<file path="config.mk">
export PLATFORM = sky130hd
export DESIGN_NAME = uno_seq
export DESIGN_NICKNAME = d
export VERILOG_FILES = /design/src/rtl/uno_seq.sv
export SDC_FILE = /design/constraint.sdc
export NUM_CORES = 1
export LEC_CHECK = 0
export CELL_PAD_IN_SITES_DETAIL_PLACEMENT = 0
export CELL_PAD_IN_SITES_GLOBAL_PLACEMENT = 1
export CORE_MARGIN = 3
export CORE_UTILIZATION = 41
export DETAILED_ROUTE_END_ITERATION = 10
export PLACE_DENSITY_LB_ADDON = 0.1
export SYNTH_ARGS = -nofsm -noshare
export SYNTH_HDL_FRONTEND = slang
export SYNTH_SLANG_ARGS = --single-unit
</file>
<file path="constraint.sdc">
create_clock -name clk -period 5.86 [get_ports clk]
set_input_delay 0.879 -clock clk [delete_from_list [all_inputs] [get_ports clk]]
set_output_delay 0.879 -clock clk [all_outputs]
set_load 0.05 [all_outputs]
</file>
<file path="src/rtl/uno_seq.sv">
// uno_seq: sequencer driving a shared MAC PE for MAC, div, exp and log ops.
// Define UNO_SEQ_PERF_CNT_EN to add the perf_ops completed-response counter.
`ifndef MAC_BW
`define MAC_BW 12
`endif

module uno_seq #(
    parameter int POLY_DEG = 4
) (
    input  logic                    clk,
    input  logic                    rst,
    input  logic                    req_valid,
    output logic                    req_ready,
    input  logic [1:0]              req_op,
    input  logic [`MAC_BW-1:0]      req_x,
    input  logic [`MAC_BW-1:0]      req_y,
    input  logic [2*`MAC_BW-1:0]    req_z,
    input  logic                    req_acc,
    input  logic                    cfg_we,
    input  logic [1:0]              cfg_op,
    input  logic [1:0]              cfg_idx,
    input  logic [`MAC_BW-1:0]      cfg_data,
    output logic [1:0]              uno_op,
    output logic [`MAC_BW-1:0]      uno_x,
    output logic [`MAC_BW-1:0]      uno_y,
    output logic [`MAC_BW-1:0]      uno_coeff,
    output logic [2*`MAC_BW-1:0]    uno_z,
    output logic                    uno_first_cycle,
    output logic                    uno_last_cycle,
    output logic                    uno_acc_en,
    input  logic [2*`MAC_BW+3:0]    uno_res,
    output logic                    rsp_valid,
    input  logic                    rsp_ready,
    output logic [2*`MAC_BW+3:0]    rsp_data
`ifdef UNO_SEQ_PERF_CNT_EN
    ,
    output logic [31:0]             perf_ops
`endif
);

    localparam int BW = `MAC_BW;
    localparam int RW = 2 * BW + 4;
    localparam logic [2:0] LAST_STEP = 3'(POLY_DEG);

    typedef enum logic [1:0] {
        S_IDLE,
        S_ISSUE,
        S_WAIT,
        S_RESP
    } state_t;

    state_t            state_q, state_d;
    logic [2:0]        step_q, step_d;
    logic [1:0]        op_q, op_d;
    logic [BW-1:0]     x_q, x_d;
    logic [BW-1:0]     y_q, y_d;
    logic [2*BW-1:0]   z_q, z_d;
    logic              acc_q, acc_d;
    logic [RW-1:0]     rsp_data_q, rsp_data_d;
    logic [BW-1:0]     tbl_q [1:3][0:3];
    logic [BW-1:0]     tbl_d [1:3][0:3];
`ifdef UNO_SEQ_PERF_CNT_EN
    logic [31:0]       perf_q, perf_d;
`endif

    // Next-state, operand latching, result capture and table writes.
    always_comb begin
        state_d    = state_q;
        step_d     = step_q;
        op_d       = op_q;
        x_d        = x_q;
        y_d        = y_q;
        z_d        = z_q;
        acc_d      = acc_q;
        rsp_data_d = rsp_data_q;
        tbl_d      = tbl_q;
`ifdef UNO_SEQ_PERF_CNT_EN
        perf_d     = perf_q;
`endif
        unique case (state_q)
            S_IDLE: begin
                if (req_valid) begin
                    state_d = S_ISSUE;
                    step_d  = 3'd0;
                    op_d    = req_op;
                    x_d     = req_x;
                    y_d     = req_y;
                    z_d     = req_z;
                    acc_d   = req_acc;
                end
                // Op 00 has no table; other states drop writes.
                if (cfg_we && cfg_op != 2'b00) begin
                    tbl_d[cfg_op][cfg_idx] = cfg_data;
                end
            end
            S_ISSUE: begin
                if (op_q == 2'b00 || step_q == LAST_STEP) begin
                    state_d = S_WAIT;
                end else begin
                    step_d = step_q + 3'd1;
                end
            end
            S_WAIT: begin
                rsp_data_d = uno_res;
                state_d    = S_RESP;
            end
            S_RESP: begin
                if (rsp_ready) begin
                    state_d = S_IDLE;
`ifdef UNO_SEQ_PERF_CNT_EN
                    perf_d  = perf_q + 32'd1;
`endif
                end
            end
            default: state_d = S_IDLE;
        endcase
    end

    // PE operand drive: only active in ISSUE, zero elsewhere.
    always_comb begin
        uno_op          = 2'b00;
        uno_x           = '0;
        uno_y           = '0;
        uno_z           = '0;
        uno_coeff       = '0;
        uno_first_cycle = 1'b0;
        uno_last_cycle  = 1'b0;
        uno_acc_en      = 1'b0;
        if (state_q == S_ISSUE) begin
            uno_op = op_q;
            uno_x  = x_q;
            uno_y  = y_q;
            if (op_q == 2'b00) begin
                uno_z      = z_q;
                uno_acc_en = acc_q;
            end else begin
                uno_first_cycle = (step_q == 3'd0);
                uno_last_cycle  = (step_q == LAST_STEP);
                if (step_q != LAST_STEP) begin
                    uno_coeff = tbl_q[op_q][step_q[1:0]];
                end
            end
        end
    end

    assign req_ready = (state_q == S_IDLE);
    assign rsp_valid = (state_q == S_RESP);
    assign rsp_data  = rsp_data_q;
`ifdef UNO_SEQ_PERF_CNT_EN
    assign perf_ops  = perf_q;
`endif

    // State registers with synchronous reset.
    always_ff @(posedge clk) begin
        if (rst) begin
            state_q    <= S_IDLE;
            step_q     <= 3'd0;
            op_q       <= 2'b00;
            x_q        <= '0;
            y_q        <= '0;
            z_q        <= '0;
            acc_q      <= 1'b0;
            rsp_data_q <= '0;
            for (int o = 1; o <= 3; o++) begin
                for (int i = 0; i < 4; i++) begin
                    tbl_q[o][i] <= '0;
                end
            end
`ifdef UNO_SEQ_PERF_CNT_EN
            perf_q     <= 32'd0;
`endif
        end else begin
            state_q    <= state_d;
            step_q     <= step_d;
            op_q       <= op_d;
            x_q        <= x_d;
            y_q        <= y_d;
            z_q        <= z_d;
            acc_q      <= acc_d;
            rsp_data_q <= rsp_data_d;
            tbl_q      <= tbl_d;
`ifdef UNO_SEQ_PERF_CNT_EN
            perf_q     <= perf_d;
`endif
        end
    end

endmodule

</file>
==> results by group, run 1 <==
Timing
  • Final Hold Violating Endpoints: 0
  • Number of failing setup endpoints in the final timing report: 0
  • Final clock skew: 0.00708 ns
  • Worst-margin pin slew: 1.27 ns
  • Final period util: 73.6%
  • Number of pins with negative max-slew slack in the final report: 0
  • Final critical path time including I/O delays and setup: 4.31 ns
  • Max Clock Freq: 232 MHz
  • Slew headroom: 14.9%
  • Hold Worst Slack: 0.447 ns
  • Post-route setup TNS: 0 ns
  • Unrepaired setup endpoints after global routing: false

Worst setup path
  • Endpoint kind of the worst setup timing path: output port
  • Required time at the worst-slack endpoint: 4.98 ns
  • Sequence of cells on the critical path: buf_4 > o21a_1 > and2_1 > o211a_1 > clkdlybuf4s50_1
  • Critical Path AT: 3.44 ns
  • WS Path Type: reg -> out
  • Worst path max stage delay: 0.83 ns
  • Worst Reg2Reg Path Length in Cells: 6
  • Cell with the biggest individual delay on the critical path: sky130_fd_sc_hd__clkdlybuf4s50_1
  • Startpoint type of the worst setup path: flip-flop
  • Worst-path fanout max: 55

Place
  • Hpwl dp: 19.1 mm
  • Area after detailed placement: 0.0118 sq mm
  • Number of port buffers: 194
  • Final Wtd Congestion: 0.758

Floorplanning
  • Die ar.: 0.0259 sq mm
  • Core ar.: 0.0235 sq mm
  • Chip Height: 161 um
  • Count of pins on the block boundary: 195
  • Die extent in x: 161 um
  • Placement Rows: 56
  • Initial Util: 41.8%

Drt
  • Wire length reported by the detailed router: 32.5 mm
  • Wire length per cell: 19.4 um
  • Avg Vias per Cell: 5.54
  • Count of vias placed by the detailed router: 9292
  • First DRT Iteration DRCs: 799
  • First drt pass iteration count: 5
  • Count of nets left with antenna violations after detail routing: 0
  • DR DRC count: 0

Clocking
  • Number of buffers added by the clock tree synthesis step: 27
  • CTS tree: yes
  • Depth of the CTS H-tree: 1
  • # Post-CTS Setup Buffers: 0
  • Clock root buffer: sky130_fd_sc_hd__clkbuf_16
  • CTS max path bufs: 3
  • Clock sink count: 228
  • Worst skew pair latency: 0.52 ns
  • # hold bufs at CTS: 0
  • Number of instances resized during post-cts repair: 0
  • Worst-path clk slew: 0.06 ns

Flow run
  • Count of maximum capacitance violations: 0

Pwr
  • Power Density: 359 mW/mm^2
  • Clock network fraction of total power: 35.2%
  • Share of total power in sequential cells: 38.2%
  • Switching share of power: 33.3%
  • Int Pwr: 3030 uW
  • Leakage dissipation: 0.00460 uW
  • Worst vdd rail ir drop: 0.245 mV
  • Sw power: 1510 uW
  • Comb power frac: 26.6%

Status
  • Run status: completed

Layout
  • Fraction of layout cells with a size suffix above 1: 6.41%
  • Final antenna diode count: 0
  • Commonest cells after routing, fill and taps aside: 250 x sky130_fd_sc_hd__nand2_1, 226 x sky130_fd_sc_hd__dfxtp_1, 193 x sky130_fd_sc_hd__clkdlybuf4s50_1, 183 x sky130_fd_sc_hd__a21oi_1, 106 x sky130_fd_sc_hd__o21ai_0
  • Final Cell Area: 0.0127 sq mm
  • Fin nets: 1447
  • Most common library cell in the layout ignoring fill and taps: sky130_fd_sc_hd__nand2_1
  • Final-layout fill cell count: 2348
  • Area growth from synthesis to layout: 28.8%

Synth
  • Nets in the synthesized netlist: 1322
  • Synth async-reset ratio: 0%
  • Summed instance area of the synthesized netlist: 0.00984 sq mm
  • Count of state elements after synthesis: 228
  • Syn Area/Cell: 8.09 sq um
  • Proportion of synthesized chip area in sequential cells: 46.4%
  • Total number of yosys warnings: 0
  • Post-Synthesis Cells: 1216
  • Synth Flop Type: sky130_fd_sc_hd__dfxtp_1
  • Cell variety after synth: 48
  • Post-synth top area cell: sky130_fd_sc_hd__dfxtp_1
  • Post-synth EDFFs: 0
  • Area share of the leading cell type in the synthesized netlist: 46.4%
  • Dominant cells by area after synthesis: sky130_fd_sc_hd__dfxtp_1 46%, sky130_fd_sc_hd__nand2_1 9.5%, sky130_fd_sc_hd__a21oi_1 9.3%, sky130_fd_sc_hd__mux2i_1 5.7%, sky130_fd_sc_hd__o21ai_0 5.4%

Global routing
  • Global route overflow: 0
  • Wire length of the first global-routing pass: 50.7 mm
  • Via count of the first global-routing pass: 8880
  • Initial antenna violation count: 1
  • Overall global routing resource usage: 24.2%
  • Pin count of the biggest net entering global routing: 101

Worst hold path
  • Hold path depth: 2
  • Type of the tightest min-delay check: reg -> reg
[layout make-up]
| type | count | area (sq um) | share of cell area [%] |
|---|---|---|---|
| inverter | 7 | 26.3 | 0.207 |
| clock buffer | 38 | 777 | 6.13 |
| multi-input combinational | 861 | 4730 | 37.3 |
| sequential | 228 | 4570 | 36.0 |
| timing repair buffer | 216 | 2110 | 16.6 |
| clock inverter | 7 | 63.8 | 0.504 |
| tap | 319 | 399 | 3.15 |
[final timing paths]
check	startpoint	slack [ns]	to
setup / recovery	op_q[1]	1.55	uno_coeff[0]
hold / removal	y_q[11]	0.45	y_q[11]
setup reg to reg	state_q[0]	2.73	tbl_q[111]
hold reg to reg	y_q[11]	0.45	y_q[11]
[flip-flops by register name (all words and copies together), names as in the netlist]
name / cells
acc_q: 1
op_q: 2
rsp_data: 28
state_q: 2
step_q: 3
tbl_q: 144
x_q: 12
y_q: 12
z_q: 24
[power by group through the flow]
stage / Clock, uW / Combinational, uW / Sequential (uW)
after floorplan: 0 / 713 / 1880
after global placement: 0 / 1210 / 1770
after detailed placement: 0 / 1220 / 1770
after CTS: 1630 / 1220 / 1740
after global routing: 1690 / 1310 / 1750
final: 1600 / 1210 / 1740
[Yosys cell counts, types with 11 or more instances]
| library cell | instances |
|---|---|
| sky130_fd_sc_hd__nand2_1 | 250 |
| sky130_fd_sc_hd__dfxtp_1 | 228 |
| sky130_fd_sc_hd__a21oi_1 | 183 |
| sky130_fd_sc_hd__o21ai_0 | 106 |
| sky130_fd_sc_hd__clkbuf_1 | 81 |
| sky130_fd_sc_hd__nor2_1 | 70 |
| sky130_fd_sc_hd__mux2i_1 | 56 |
| sky130_fd_sc_hd__and2_1 | 34 |
| sky130_fd_sc_hd__o221ai_1 | 33 |
| sky130_fd_sc_hd__buf_2 | 28 |
| sky130_fd_sc_hd__and3_1 | 26 |
| sky130_fd_sc_hd__mux2_2 | 11 |
[critical path: cells and delay by family (launching register included)]
family / cells / cell delay, ns
buffers and inverters: 2 / 1.35
AND/OR/NAND/NOR: 1 / 0.62
AO/OA/AOI/OAI: 2 / 0.57
flip-flops: 1 / 0.32
[cell families after synthesis]
group | after synthesis | share of synthesized area (%)
and+or+nand+nor | 410 | 18.1
AOI/OAI and AO/OA | 378 | 22.2
DFF | 228 | 46.4
buffers and inverters | 127 | 5.59
muxes | 67 | 6.95
adders and majority gates | 6 | 0.763
[per-stage QoR]
step                      std cells  setup WS (ns)  power (uW)  util [%]
after CTS                      1676           1.58        4590      53.8
after detailed placement       1631           2.14        2990      50.3
after floorplan                1216           2.94        2590         -
after global routing           1676           1.45        4750      53.8
final                          1676           1.55        4540      53.8
after global placement         1631           2.19        2980      50.3
[per-layer routing]
layer | GRT usage (%) | share of wire (%) | up-vias
li1 | - | - | 4446
met1 | 33.9 | 45 | 4430
met2 | 38.4 | 46 | 359
met3 | 4.33 | 7.0 | 55
met4 | 7.08 | 2.3 | 2
met5 | 0 | 0.034 | -
(Power assumes the default switching activity.)
==> inputs of run 2 (changes only) <==
CORE_UTILIZATION = 34   (was 41)
clock period = 3.6 ns   (was 5.86 ns; I/O delays follow)
==> run 2 against run 1 <==
Non-clock buffer count grew 20. Count of clock-buffer cells in the layout grew 3. Final area rose by 1.6%. Via count is 0.77% lower. Register-to-register slack worse by 1.7 ns. Largest power group unchanged. Utilization decreased by 8.1 points. Largest cell class unchanged. Routed wire length rose by 7.4%. Hold slack hardly changed. Final cell count rose by 4.8%. Sequential power rose by 63%. Combinational power rose by 65%. Critical path type unchanged.
==> results by group, run 2 (synthesis results as in run 1) <==
Place
  • Worst slack after detailed placement: 0.858 ns
  • Hpwl dp: 21.5 mm
  • Number of port buffers: 194
  • Final Wtd Congestion: 0.770

Floorplanning
  • Initial Util: 34.9%
  • Die ar.: 0.0310 sq mm
  • Chip Height: 176 um
  • Die extent in x: 176 um
  • Count of pins on the block boundary: 195
  • Placement Rows: 61
  • Core ar.: 0.0282 sq mm

Status
  • Run status: completed

Drt
  • Wire length per cell: 19.9 um
  • Wire length reported by the detailed router: 34.9 mm
  • First drt pass iteration count: 5
  • Count of vias placed by the detailed router: 9220
  • DR DRC count: 0
  • Avg Vias per Cell: 5.25
  • Count of nets left with antenna violations after detail routing: 0
  • First DRT Iteration DRCs: 651

Layout
  • Commonest cells after routing, fill and taps aside: 249 x sky130_fd_sc_hd__nand2_1, 226 x sky130_fd_sc_hd__dfxtp_1, 183 x sky130_fd_sc_hd__a21oi_1, 154 x sky130_fd_sc_hd__clkdlybuf4s50_1, 106 x sky130_fd_sc_hd__o21ai_0
  • Register with the most flip-flops: tbl_q
  • Final Core Density: 45.7%
  • Fraction of layout cells with a size suffix above 1: 10.7%
  • Fin nets: 1467
  • Most common library cell in the layout ignoring fill and taps: sky130_fd_sc_hd__nand2_1
  • Flip-flop count of the largest register, all copies and words added: 144
  • Area growth from synthesis to layout: 30.8%

Clocking
  • Worst-path clk slew: 0.06 ns
  • CTS tree: yes
  • Clock sink count: 228
  • Number of instances resized during post-cts repair: 0
  • # hold bufs at CTS: 0
  • Depth of the CTS H-tree: 1
  • # Post-CTS Setup Buffers: 0
  • Number of buffers added by the clock tree synthesis step: 27
  • Worst skew pair latency: 0.54 ns
  • Clock root buffer: sky130_fd_sc_hd__clkbuf_16
  • CTS max path bufs: 3

Timing
  • Post-route setup TNS: 0 ns
  • Final period util: 92.1%
  • Number of pins with negative max-slew slack in the final report: 0
  • Number of failing setup endpoints in the final timing report: 0
  • Final critical path time including I/O delays and setup: 3.32 ns
  • Smallest setup slack after layout: 0.284 ns
  • Slew headroom: 30.7%
  • Unrepaired setup endpoints after global routing: false
  • Worst-margin pin slew: 1.04 ns
  • Final Hold Violating Endpoints: 0
  • Max Clock Freq: 302 MHz
  • Final clock skew: 0.0189 ns

Global routing
  • Via count of the first global-routing pass: 9079
  • Pin count of the biggest net entering global routing: 100
  • Overall global routing resource usage: 21.9%
  • Initial antenna violation count: 1
  • Global route overflow: 0
  • Wire length of the first global-routing pass: 54.2 mm

Worst hold path
  • Type of the tightest min-delay check: reg -> reg

Worst setup path
  • Worst-path fanout max: 8
  • Required time at the worst-slack endpoint: 3.06 ns
  • WS Path Type: reg -> out
  • Startpoint type of the worst setup path: flip-flop
  • Endpoint kind of the worst setup timing path: output port
  • Critical Path AT: 2.78 ns

Pwr
  • Power Density: 589 mW/mm^2
  • Leakage dissipation: 0.00481 uW
  • Worst vdd rail ir drop: 0.349 mV

Flow run
  • Count of maximum capacitance violations: 0
## run 2: critical path: stages, from the launching register on
cell and delay (ns):
sky130_fd_sc_hd__dfxtp_1 0.34, sky130_fd_sc_hd__inv_1 0.08, sky130_fd_sc_hd__ha_1 0.29, sky130_fd_sc_hd__o21a_1 0.25
sky130_fd_sc_hd__nand2_1 0.27, sky130_fd_sc_hd__a2111oi_0 0.60, sky130_fd_sc_hd__a31o_2 0.21, sky130_fd_sc_hd__buf_4 0.20
## run 2: stage by stage
step	power [uW]	instances	area, sq um	hold slack (ns)
CTS	7680	1756	12900	0.449
finish	7580	1757	12900	0.447
detailed placement	4910	1710	12000	0.442
global route	7950	1757	12900	0.464
global placement	4900	1710	12000	0.438
floorplan	4220	1216	9840	0.432
## run 2: layout make-up
type                       count  area [sq um]
multi-input combinational    861          4730
clock buffer                  41           808
tap                          378           473
sequential                   228          4570
inverter                       7          26.3
fill                        2799         15300
antenna                        1          2.50
timing repair buffer         236          2190
clock inverter                 5          78.8
## run 2: per-layer routing
layer,GRT usage [%],part of all wire (%),vias up
met5,0,0,-
met4,5.28,2.0,0
met3,4.45,6.3,49
met2,36.0,46,269
met1,29.6,45,4410
li1,-,-,4492
## run 2: path summary, 6_finish.rpt
| check | startpoint | end | slack, ns | depth (start not counted) |
|---|---|---|---|---|
| worst max-delay path | state_q[1] | uno_coeff[2] | 0.28 | 7 |
| worst min-delay path | y_q[7] | y_q[7] | 0.45 | 2 |
| worst max register to register | state_q[0] | tbl_q[3] | 0.99 | 6 |
| worst min register to register | y_q[7] | y_q[7] | 0.45 | 2 |
## run 2: power breakdown
part           switching, uW  internal [uW]
sequential               112           2730
combinational           1330            664
clock                   1070           1670
total                   2510           5070
==> inputs of run 3 (changes only) <==
PLACE_DENSITY = 0.77   (was default)
PLACE_DENSITY_LB_ADDON = default   (was 0.1)
==> run 3 against run 2 <==
Sequential power is essentially flat. Via count grew 0.68%. Global-route usage fell by 1.6 points. Largest cell class unchanged. Clock power hardly changed. Fmax is 1.4% lower. Utilization is 0.33 points lower. Die area stayed put. Hold slack got worse by 0.00095 ns. Final area down 0.72%. First-iteration DRC count is 26% higher. Clock skew shrank 0.011 ns. Final cell count shrank 0.51%.
==> results by group, run 3 (synthesis results as in run 1) <==
Timing
  • Final period util: 93.4%
  • Max Clock Freq: 297 MHz
  • Number of pins with negative max-slew slack in the final report: 0
  • Unrepaired setup endpoints after global routing: false
  • Final Hold Violating Endpoints: 0
  • Post-route setup TNS: 0 ns
  • Final critical path time including I/O delays and setup: 3.36 ns
  • Number of failing setup endpoints in the final timing report: 0
  • Worst-margin pin slew: 1.09 ns
  • Final clock skew: 0.00769 ns
  • Slew headroom: 26.9%

Pwr
  • Power Density: 592 mW/mm^2
  • Total chip power: 7570 uW
  • Worst vdd rail ir drop: 0.437 mV
  • Leakage dissipation: 0.00475 uW

Worst setup path
  • Sequence of cells on the critical path: inv_1 > ha_1 > nand2_1 > nand2_1 > a2111oi_0 > a31o_2 > buf_4
  • Cell with the biggest individual delay on the critical path: sky130_fd_sc_hd__a2111oi_0
  • Worst path max stage delay: 0.59 ns
  • Worst-path fanout max: 18
  • Critical Path AT: 2.82 ns
  • Endpoint kind of the worst setup timing path: output port
  • Required time at the worst-slack endpoint: 3.06 ns
  • Crit-path most repeated cell: sky130_fd_sc_hd__nand2_1
  • Startpoint type of the worst setup path: flip-flop
  • WS Path Type: reg -> out

Layout
  • Fraction of layout cells with a size suffix above 1: 9.93%
  • Final Core Density: 45.4%
  • Area growth from synthesis to layout: 29.9%
  • Fin nets: 1456
  • Commonest cells after routing, fill and taps aside: 250 x sky130_fd_sc_hd__nand2_1, 226 x sky130_fd_sc_hd__dfxtp_1, 183 x sky130_fd_sc_hd__a21oi_1, 154 x sky130_fd_sc_hd__clkdlybuf4s50_1, 106 x sky130_fd_sc_hd__o21ai_0
  • Most common library cell in the layout ignoring fill and taps: sky130_fd_sc_hd__nand2_1
  • Flip-flop count of the largest register, all copies and words added: 144
  • Register with the most flip-flops: tbl_q
  • Final antenna diode count: 0

Global routing
  • Initial antenna violation count: 0
  • Wire length of the first global-routing pass: 50.6 mm
  • Pin count of the biggest net entering global routing: 96
  • Global route overflow: 0
  • Via count of the first global-routing pass: 8713
  • Overall global routing resource usage: 20.3%

Place
  • Number of port buffers: 194
  • Final Wtd Congestion: 0.820
  • Hpwl dp: 20.7 mm

Clocking
  • Number of buffers added by the clock tree synthesis step: 27
  • Worst-path clk slew: 0.06 ns
  • # hold bufs at CTS: 0
  • CTS max path bufs: 3
  • Worst skew pair latency: 0.53 ns
  • # Post-CTS Setup Buffers: 0
  • Depth of the CTS H-tree: 1
  • Number of instances resized during post-cts repair: 0
  • Clock root buffer: sky130_fd_sc_hd__clkbuf_16
  • Clock sink count: 228
  • CTS tree: yes

Floorplanning
  • Count of pins on the block boundary: 195
  • Chip Height: 176 um
  • Die ar.: 0.0310 sq mm
  • Die extent in x: 176 um
  • Initial Util: 34.9%
  • Core ar.: 0.0282 sq mm
  • Placement Rows: 61

Drt
  • DR DRC count: 0
  • First drt pass iteration count: 5
  • Count of nets left with antenna violations after detail routing: 0
  • Count of vias placed by the detailed router: 9283
  • Avg Vias per Cell: 5.31
  • First DRT Iteration DRCs: 821
  • Wire length reported by the detailed router: 32.8 mm
  • Wire length per cell: 18.8 um

Status
  • Run status: completed

Worst hold path
  • Type of the tightest min-delay check: reg -> reg

Flow run
  • Count of maximum capacitance violations: 0
[run 3: cell count changes in the layout (fill, tap and decap cells not counted), sizes merged]
cell    previous run  this run
buf               82        71
bufinv             2         3
clkbuf            41        40
clkinv             2         6
inv                8         7
diode              1         0
[run 3: metrics by stage]
step / hold slack, ns / cell area, sq um / setup WS (ns) / std cells
6_report: 0.446 / 12800 / 0.238 / 1748
5_1_grt: 0.463 / 12800 / 0.0820 / 1748
4_1_cts: 0.450 / 12800 / 0.240 / 1748
3_5_place_dp: 0.442 / 11900 / 0.833 / 1699
3_3_place_gp: 0.438 / 11900 / 0.888 / 1699
2_1_floorplan: 0.432 / 9840 / 1.02 / 1216
[run 3: layout make-up]
type / count / area, sq um
clock buffers: 40 / 774
flip-flops and latches: 228 / 4570
repair buffers: 225 / 2090
clock inverters: 9 / 120
inverters: 7 / 26.3
well taps: 378 / 473
multi-input cells: 861 / 4730
fillers: 2758 / 15400
[run 3: per-layer routing]
layer	vias to the layer above	wire length (um)	GRT usage, %
li1	4469	-	-
met4	0	915	6.14
met5	-	0	0
met1	4400	14100	27.3
met3	60	2200	3.03
met2	354	15600	33.7
[run 3: where the power goes]
part | leakage (uW) | switching [uW] | total, uW | internal, uW
clock | 0.000444 | 1070 | 2760 | 1690
combinational | 0.00246 | 1320 | 1960 | 648
sequential | 0.00185 | 108 | 2840 | 2730
[run 3: path summary, 6_finish.rpt]
kind | endpoint | slack [ns] | startpoint | cells past startpoint
worst max-delay path | uno_coeff[2] | 0.24 | step_q[0] | 7
worst min-delay path | x_q[0] | 0.45 | x_q[0] | 2
worst max register to register | tbl_q[44] | 1.27 | state_q[0] | 7
worst min register to register | x_q[0] | 0.45 | x_q[0] | 2
[run 3: worst max-delay path, delay by kind of cell, from the launching register on]
kind / cells / cell delay, ns
fa+ha+maj: 1 / 0.25
buf+inv: 2 / 0.30
compound gates: 2 / 0.79
simple gates: 2 / 0.37
flops: 1 / 0.57
